`src/rtl/serial_alu_sequencer.sv`:
```
// serial_alu_sequencer: bit-serial add/inc/sub engine around a 1-bit full adder with a carry flop,
// fed LSB first from captured operands and wrapped in valid/ready handshakes on both sides.
module serial_alu_sequencer #(
    parameter int WIDTH = 8
) (
    input  logic             clk,
    input  logic             rst_n,
    input  logic             in_valid,
    output logic             in_ready,
    input  logic [1:0]       op,
    input  logic [WIDTH-1:0] a,
    input  logic [WIDTH-1:0] b,
    output logic             out_valid,
    input  logic             out_ready,
    output logic [WIDTH-1:0] sum,
    output logic             cout,
    output logic             ovf,
    output logic             busy
);
    localparam int CW = WIDTH > 1 ? $clog2(WIDTH) : 1;
    typedef enum logic [1:0] {IDLE, RUN, DONE} state_t;
    state_t           state_q, state_d;
    logic [CW-1:0]    cnt_q, cnt_d;
    logic             carry_q, carry_d, cout_q, cout_d, ovf_q, ovf_d;
    logic [WIDTH-1:0] a_q, a_d, b_q, b_d, sh_q, sh_d, sum_q, sum_d;
    logic             s, c, last;
    logic [WIDTH-1:0] sh_next;
    assign s        = a_q[0] ^ b_q[0] ^ carry_q;
    assign c        = (a_q[0] & b_q[0]) | (a_q[0] & carry_q) | (b_q[0] & carry_q);
    assign last     = cnt_q == CW'(WIDTH - 1);
    assign sh_next  = WIDTH'({s, sh_q} >> 1);
    assign in_ready = state_q == IDLE;
    assign busy     = state_q != IDLE;
    assign out_valid = state_q == DONE;
    assign sum      = sum_q;
    assign cout     = cout_q;
    assign ovf      = ovf_q;
    always_comb begin
        state_d = state_q;
        cnt_d   = cnt_q;
        carry_d = carry_q;
        a_d     = a_q;
        b_d     = b_q;
        sh_d    = sh_q;
        sum_d   = sum_q;
        cout_d  = cout_q;
        ovf_d   = ovf_q;
        case (state_q)
            IDLE: if (in_valid) begin
                state_d = RUN;
                a_d     = a;
                b_d     = op == 2'b10 ? '0 : op == 2'b11 ? ~b : b;
                carry_d = op != 2'b00;
                cnt_d   = '0;
            end
            RUN: begin
                a_d     = a_q >> 1;
                b_d     = b_q >> 1;
                carry_d = c;
                sh_d    = sh_next;
                cnt_d   = cnt_q + 1'b1;
                // the result registers only change when a full result is ready
                if (last) begin
                    state_d = DONE;
                    sum_d   = sh_next;
                    cout_d  = c;
                    ovf_d   = carry_q ^ c;
                end
            end
            DONE: if (out_ready) state_d = IDLE;
            default: state_d = IDLE;
        endcase
    end
    always_ff @(posedge clk or negedge rst_n) begin
        if (!rst_n) begin
            state_q <= IDLE;
            cnt_q   <= '0;
            carry_q <= 1'b0;
            a_q     <= '0;
            b_q     <= '0;
            sh_q    <= '0;
            sum_q   <= '0;
            cout_q  <= 1'b0;
            ovf_q   <= 1'b0;
        end else begin
            state_q <= state_d;
            cnt_q   <= cnt_d;
            carry_q <= carry_d;
            a_q     <= a_d;
            b_q     <= b_d;
            sh_q    <= sh_d;
            sum_q   <= sum_d;
            cout_q  <= cout_d;
            ovf_q   <= ovf_d;
        end
    end
endmodule

```
`config.mk`:
```
export PLATFORM = sky130hd
export DESIGN_NAME = serial_alu_sequencer
export DESIGN_NICKNAME = d
export VERILOG_FILES = /design/src/rtl/serial_alu_sequencer.sv
export SDC_FILE = /design/constraint.sdc
export NUM_CORES = 1
export LEC_CHECK = 0
export ABC_AREA = 1
export ABC_CLOCK_PERIOD_IN_PS = 2100
export BUFFER_PORTS_ARGS = -buffer_cell sky130_fd_sc_hd__buf_2
export CORE_MARGIN = 1
export CORE_UTILIZATION = 45
export DETAILED_ROUTE_END_ITERATION = 10
export HOLD_SLACK_MARGIN = 0.03
export PLACE_DENSITY = 0.67
export SETUP_SLACK_MARGIN = 0.15
export SYNTH_ARGS = -nofsm -noshare
export SYNTH_HDL_FRONTEND = slang
export SYNTH_SLANG_ARGS = --single-unit
```
`constraint.sdc`:
```
create_clock -name clk -period 2.1 [get_ports clk]
set_input_delay 0.42 -clock clk [delete_from_list [all_inputs] [get_ports clk]]
set_output_delay 0.42 -clock clk [all_outputs]
set_load 0.01 [all_outputs]
```
==> results.md, run 1 <==
* Status: complete, no violations
* Vias at between 1000 and 1500
* Fin. Hold Viols at 0
* Critical path startpoint: state_q[0]$_DFFE_PN0P_
* Reg2reg path depth at 4
* Number of vias per cell at roughly 4.8
* Port bufs at 34
* Unrepaired setup endpoints after global routing: false
* Setup_tns at 0 ps
* Fin crit share at 78.0%
* Gr ovfl total at 0
* Hpwl dp at approximately 2300 um
* Synthesized cell area at around 1800 um2
* Final Util at between 50% and 60%
* IO Count at 35
* Critical path endpoint: busy
* F_max at ~0.6 GHz
* Critical Path End Type: output pin
* DR WL met2 at 1490 um
* Area Overhead vs Synth at 20.5%
* Routed wire per std cell at roughly 11 um
* Reg2reg setup slack at around 520 ps
* Largest net degree at the start of global routing at 23
* Remaining DRCs at 0
* Synthesized Nets at roughly 240
* Avg Cell Area, Syn at between 8 and 9 um2
* Synth warnings at 0
* Worst Path Required at 1680 ps
* Crit Path Max Fanout at 6
* Max-cap violation count at 0
* Worst hold margin at between 70 and 80 ps
* Post-DRT Antenna Nets at 0
* Placeable Area at between 3000 and 4000 um2
* DRT Wirelength at about 3300 um
* # rows at 22
* Worst vdd ir at approximately 600 uV
* Final Max Tran Viols at 0
* TritonCTS clock tree: yes
* Worst Skew at 5.44 ps
* Worst Setup Path Type: reg -> out
* Yosys cell types at 18
* Root Driver: clkbuf_8
* Die Ht at about 65 um
* Worst slew margin at 59.5%
* Antenna violations before repair at 0
* R2r endpoint: state_q[1]$_DFFE_PN0P_
* Register area share after synthesis at roughly 55%
* First-pass DRT Iterations at 4
* Total Routing Usage GR at between 10% and 20%
* Worst EP arrival at approximately 1200 ps
* Clock-pin slew on the worst setup and hold paths at approximately 80 ps
* Die area at between 4000 and 5000 um2
* Met3 WL post-DR at ~180 um
* Leakage power total at around 1.2 nW
* Met1 WL at approximately 1600 um
* Clk buf depth at 2
* #FFs+latches synth at 39
* CTS Hold Bufs at 0
* Period minus WS final at 1640 ps
* Top Layer Used: met4
* Clock sink count at 39
* First-pass GRT wire length at 5880 um
* Layout cells sized above 1 at 18.4%
* Initial DRC count at 98
* Die width at approximately 65 um
* H-tree Lvls at 2
* Synth Instances at about 220
* Reg2reg start: cnt_q[0]$_DFFE_PN0P_
* Post-CTS Setup Bufs at 0
* Initial core utilization at a little under half
* Vias in the first global route at 1361
* Final net count at approximately 280
* Final setup viols at 0
* Antenna cells at 0
* Setup crit start kind: register
* Worst skew pair latency at just under 300 ps
* Hold Path Class: in -> async
* Placer Congestion at ~0.74
* Cts bufs inserted at 5
* Power per cell area at 1390 nW/um2
* Transition time of the tightest slew-check pin at ~610 ps
* Total power at a little under 3 mW
* Post-CTS resize count at 0
==> cell type report <==
type	count	area [um2]
fill	360	1580
sequential	39	976
multi-input combinational	142	642
timing repair buffer	38	213
inverter	28	105
clock buffer	5	68.8
clock inverter	3	67.6
tap	48	60.1
==> flip-flops by register name, summed over array words and instances (netlist names) <==
name and flops:
cout 1, sum 8, sh_q 7, carry_q 1
b_q 8, cnt_q 3, a_q 8, state_q 2
ovf 1
==> Yosys cell counts, drive strengths merged <==
| cell type | number | area, um2 |
|---|---|---|
| dfrtp | 39 | 976 |
| clkbuf | 2 | 8.75 |
| o31ai | 1 | 7.51 |
| a21oi | 8 | 40.0 |
| o21ai | 20 | 100 |
| fa | 1 | 20.0 |
| ha | 2 | 25.0 |
| nor2 | 12 | 47.6 |
| inv | 27 | 101 |
| clkinv | 1 | 3.75 |
| nand2 | 74 | 278 |
| buf | 7 | 37.5 |
| nand3 | 23 | 115 |
| xnor2 | 1 | 8.76 |
==> how the worst min path moves through the flow <==
stage,start,endpoint,slack [ps],depth (start not counted)
floorplan,rst_n,a_q[0]$_DFFE_PN0P_,120,0
global placement,rst_n,sh_q[7]$_DFFE_PN0P_,390,1
detailed placement,rst_n,sh_q[7]$_DFFE_PN0P_,390,1
CTS,rst_n,b_q[6]$_DFFE_PN0P_,80,1
global route,rst_n,sh_q[7]$_DFFE_PN0P_,90,1
finish,rst_n,sh_q[7]$_DFFE_PN0P_,70,1
==> power by group <==
group	switching, mW	internal (mW)
combinational	0.614	0.387
clock	0.257	0.474
sequential	0.176	1.05
==> layer usage <==
metal / vias up / track usage (%)
li1: 753 / -
met3: 2 / 6.87
met4: 0 / 10.0
met5: - / 0
met1: 651 / 24.7
met2: 41 / 28.6
==> metrics by stage <==
stage,area [um2],std cells,setup WS (ps)
CTS,2130,303,426
detailed placement,2000,295,534
floorplan,1770,218,870
global route,2130,303,300
finish,2130,303,461
global placement,2000,295,592
==> critical path, stage by stage (launching register included) <==
cell	delay, ps
dfrtp_1	440
nor2_1	260
inv_1	90
buf_2	140
==> placed cells by master (no fill, tap or decap) <==
master / count
nor2_2: 1
clkinv_1: 1
fa_1: 1
o21ai_1: 10
a21oi_1: 8
clkinvlp_4: 1
ha_1: 2
o21ai_0: 10
nor2_1: 11
xnor2_1: 1
nand3_1: 23
inv_1: 27
buf_12: 1
o31ai_1: 1
buf_2: 34
nand2_1: 74
buf_4: 3
dfrtp_1: 39
clkbuf_8: 5
bufinv_16: 2
==> cell families (layout without fill, tap and decap cells) <==
family,count (synthesis),in the layout,share of synthesized area (%)
AND/OR/NAND/NOR,109,109,24.9
flip-flops,39,39,55.2
buffers and inverters,37,74,8.56
AO/OA/AOI/OAI,29,29,8.35
adder cells (fa/ha/maj),3,3,2.55
XOR/XNOR,1,1,0.495
(Power assumes the default switching activity.)
==> run 2: changes to the inputs <==
--- a/config.mk
+++ b/config.mk
@@ -5,14 +5,14 @@
 export SDC_FILE = /design/constraint.sdc
 export NUM_CORES = 1
 export LEC_CHECK = 0
-export ABC_AREA = 1
-export ABC_CLOCK_PERIOD_IN_PS = 2100
+export ABC_AREA = 0
+export ABC_CLOCK_PERIOD_IN_PS = 1450
 export BUFFER_PORTS_ARGS = -buffer_cell sky130_fd_sc_hd__buf_2
 export CORE_MARGIN = 1
 export CORE_UTILIZATION = 45
 export DETAILED_ROUTE_END_ITERATION = 10
 export HOLD_SLACK_MARGIN = 0.03
-export PLACE_DENSITY = 0.67
+export PLACE_DENSITY = 0.7
 export SETUP_SLACK_MARGIN = 0.15
 export SYNTH_ARGS = -nofsm -noshare
 export SYNTH_HDL_FRONTEND = slang
==> constraint.sdc (replaced) <==
create_clock -name clk -period 1.45 [get_ports clk]
set_input_delay 0.29 -clock clk [delete_from_list [all_inputs] [get_ports clk]]
set_output_delay 0.29 -clock clk [all_outputs]
set_load 0.01 [all_outputs]
==> run 2 against run 1 <==
  * Routed wire length grew 19%
  * Die area grew 0.96%
  * Cell count down 14%
  * Via count is 3.1% lower
  * Critical endpoint is now cout$_DFFE_PN0P_
==> results.md, run 2 <==
* Transition time of the tightest slew-check pin at 486 ps
* Routed wire per std cell at between 15 and 20 um
* Die width at 65.0 um
* Ranking of synthesized cells by area: dfrtp_1 55%, mux2_2 9.5%, nand2_1 6.3%
* Worst hold margin at 36.1 ps
* Gr ovfl total at 0
* Most common library cells after synthesis: 39 x dfrtp_1, 30 x nand2_1, 15 x mux2_2
* Die area at 4230 um2
* Total power at approximately 5.2 mW
* Worst Skew at between 9 and 10 ps
* Port bufs at 34
* Antenna cells at 0
* Setup crit start kind: register
* Fin. Hold Viols at 0
* Critical Path End Type: register
* Leading cell type in the layout, fill and taps excluded: dfrtp_1
* Period minus WS final at around 1400 ps
* Area Overhead vs Synth at 33.1%
* Synthesized cell area at between 1500 and 2000 um2
* Synth Instances at approximately 160
* WP buf/inv at 0
* Final Max Tran Viols at 0
* Worst vdd ir at 1210 uV
* Fin crit share at between 90% and 100%
* Seq pwr share at 37.1%
* Register area share after synthesis at 54.6%
* IO Count at 35
* F_max at about 0.73 GHz
* Worst Setup Path Type: reg -> reg
* Die Ht at 65.0 um
* Most frequent cells in the layout: 37 x dfrtp_1, 33 x buf_2, 29 x nand2_1
* #FFs+latches synth at 39
* Clock share of power at about a fifth
* Post-DRT Antenna Nets at 0
* Hpwl dp at 2580 um
* Clk buf depth at 2
* Cts bufs inserted at 5
* Synthesized Nets at ~180
* Most numerous cell in the Yosys netlist: dfrtp_1
* H-tree Lvls at 2
* Yosys cell types at 29
* Max-cap violation count at 0
* Reg2reg path depth at 4
* Synth warnings at 0
* CP delay by family, top: flip-flops
* Design Area, Final at 2380 um2
* Worst EP arrival at between 1500 and 2000 ps
* Unrepaired setup endpoints after global routing: true
* Met3 Use GR at ~5.8%
* # rows at 22
* Slowest CP cell: dfrtp_1
* Post-synthesis async set-or-reset flop share at between 90% and 100%
* Pint at roughly 3.4 mW
* Most used routing layer: met2
* Placement Cell Area at ~2000 um2
* NetSw at 1.78 mW
* Primary FF master, synth: dfrtp_1
* Vias at approximately 1400
* Initial core utilization at a little under half
* Status: complete, no violations
* Switching share of power at between 30% and 40%
* Worst Path Required at about 1600 ps
* Reg2reg start: cnt_q[1]$_DFFE_PN0P_
* Place WS at between 8 and 9 ps
* Worst slew margin at about two thirds
* Hold Path Class: in -> async
* Max incr delay on CP at 420 ps
* Cell mode on critical path: ha_4
* Avg Cell Area, Syn at around 11 um2
* Largest net degree at the start of global routing at 40
* Comb power frac at a little over two fifths
* Critical path startpoint: cnt_q[1]$_DFFE_PN0P_
* Number of vias per cell at ~5.4
* GR Util met1 at between 20% and 30%
* Layout cells sized above 1 at between 40% and 50%
* Placer Congestion at around 0.80
* Clock-pin slew on the worst setup and hold paths at ~90 ps
* Cell taking the most area after synthesis: dfrtp_1
* Leakage power total at between 1 and 1.5 nW
* Worst setup margin at roughly 73 ps
* Critical path endpoint: cout$_DFFE_PN0P_
* Root Driver: clkbuf_8
* First-pass GRT wire length at 6380 um
* Final setup viols at 0
* Vias in the first global route at 1371
* DRT Wirelength at 3960 um
* Final net count at 236
* Initial DRC count at 76
* Cell count along the critical path at 4
* Placeable Area at about 3700 um2
* Critical-path cell list: ha_4 > ha_4 > nand3b_4 > mux2_4
* CTS Hold Bufs at 0
* Remaining DRCs at 0
* Share of Yosys cell area claimed by the top area cell type at a little over half
* Reg2reg setup slack at 70 ps
* Met2 usage at 33.6%
* Worst skew pair latency at around 300 ps
* Post-synth EDFFs at 0
* R2r endpoint: cout$_DFFE_PN0P_
* TritonCTS clock tree: yes
* Antenna violations before repair at 0
* Setup_tns at 0 ps
* Total Routing Usage GR at about a fifth
* Clock sink count at 39
* First-pass DRT Iterations at 4
* Crit Path Max Fanout at 6
* Power per cell area at 2190 nW/um2
run 2: changes by cell type in the layout (fill, tap and decap cells not counted), moves of 10 or more:
cell,before,now
nand2_1,74,29
o22ai_1,0,10
nand3_1,23,0
buf_4,3,19
o21ai_1,10,0
inv_1,27,2
run 2: through the flow:
step / std cells / utilization (%)
3_3_place_gp: 236 / 54.3
3_5_place_dp: 236 / 54.3
5_1_grt: 260 / 63.5
4_1_cts: 255 / 61.5
6_report: 260 / 63.5
2_1_floorplan: 157 / -
run 2: worst min-delay path by stage:
stage | startpoint | end | slack, ps | cells after the start
finish | rst_n | sum[2]$_DFFE_PN0P_ | 40 | 2
global placement | rst_n | sh_q[3]$_DFFE_PN0P_ | 360 | 2
global route | rst_n | sum[3]$_DFFE_PN0P_ | 70 | 2
floorplan | rst_n | a_q[0]$_DFFE_PN0P_ | -6 | 0
detailed placement | rst_n | sum[3]$_DFFE_PN0P_ | 380 | 2
CTS | rst_n | sum[3]$_DFFE_PN0P_ | 60 | 2
run 2: cell type report:
type,instances,area (um2)
tap,48,60.1
fill,327,1370
sequential,39,978
clock buffer,6,72.6
timing repair buffer,56,353
multi-input combinational,105,836
clock inverter,2,60.1
inverter,4,17.5
run 2: cells by family after synthesis:
family          count (synthesis)  synth area share, %
compound gates                 43                 15.8
xor+xnor                        1                0.490
fa+ha+maj                       3                 2.52
buf+inv                        14                 5.11
flops                          39                 54.6
mux                            16                 10.0
simple gates                   41                 11.5
run 2: power by group through the flow:
stage / logic [mW] / clock network, mW / registers, mW
after CTS: 2.07 / 1.09 / 1.92
after global placement: 1.68 / 0 / 1.93
after global routing: 2.40 / 1.14 / 1.98
after detailed placement: 1.79 / 0 / 1.97
after floorplan: 1.33 / 0 / 1.90
final: 2.19 / 1.09 / 1.93
run 2: routing by layer:
| metal | share of wire [%] | vias to the layer above |
|---|---|---|
| li1 | - | 662 |
| met1 | 43 | 684 |
| met2 | 50 | 48 |
| met3 | 4.6 | 8 |
| met4 | 1.9 | 0 |
| met5 | 0 | - |
run 2: timing repair:
action,in CTS,in global routing
buffers inserted,10,5
gates cloned,1,0
pin swaps,4,2
resized for setup,13,9
endpoints found under the setup margin,27,30
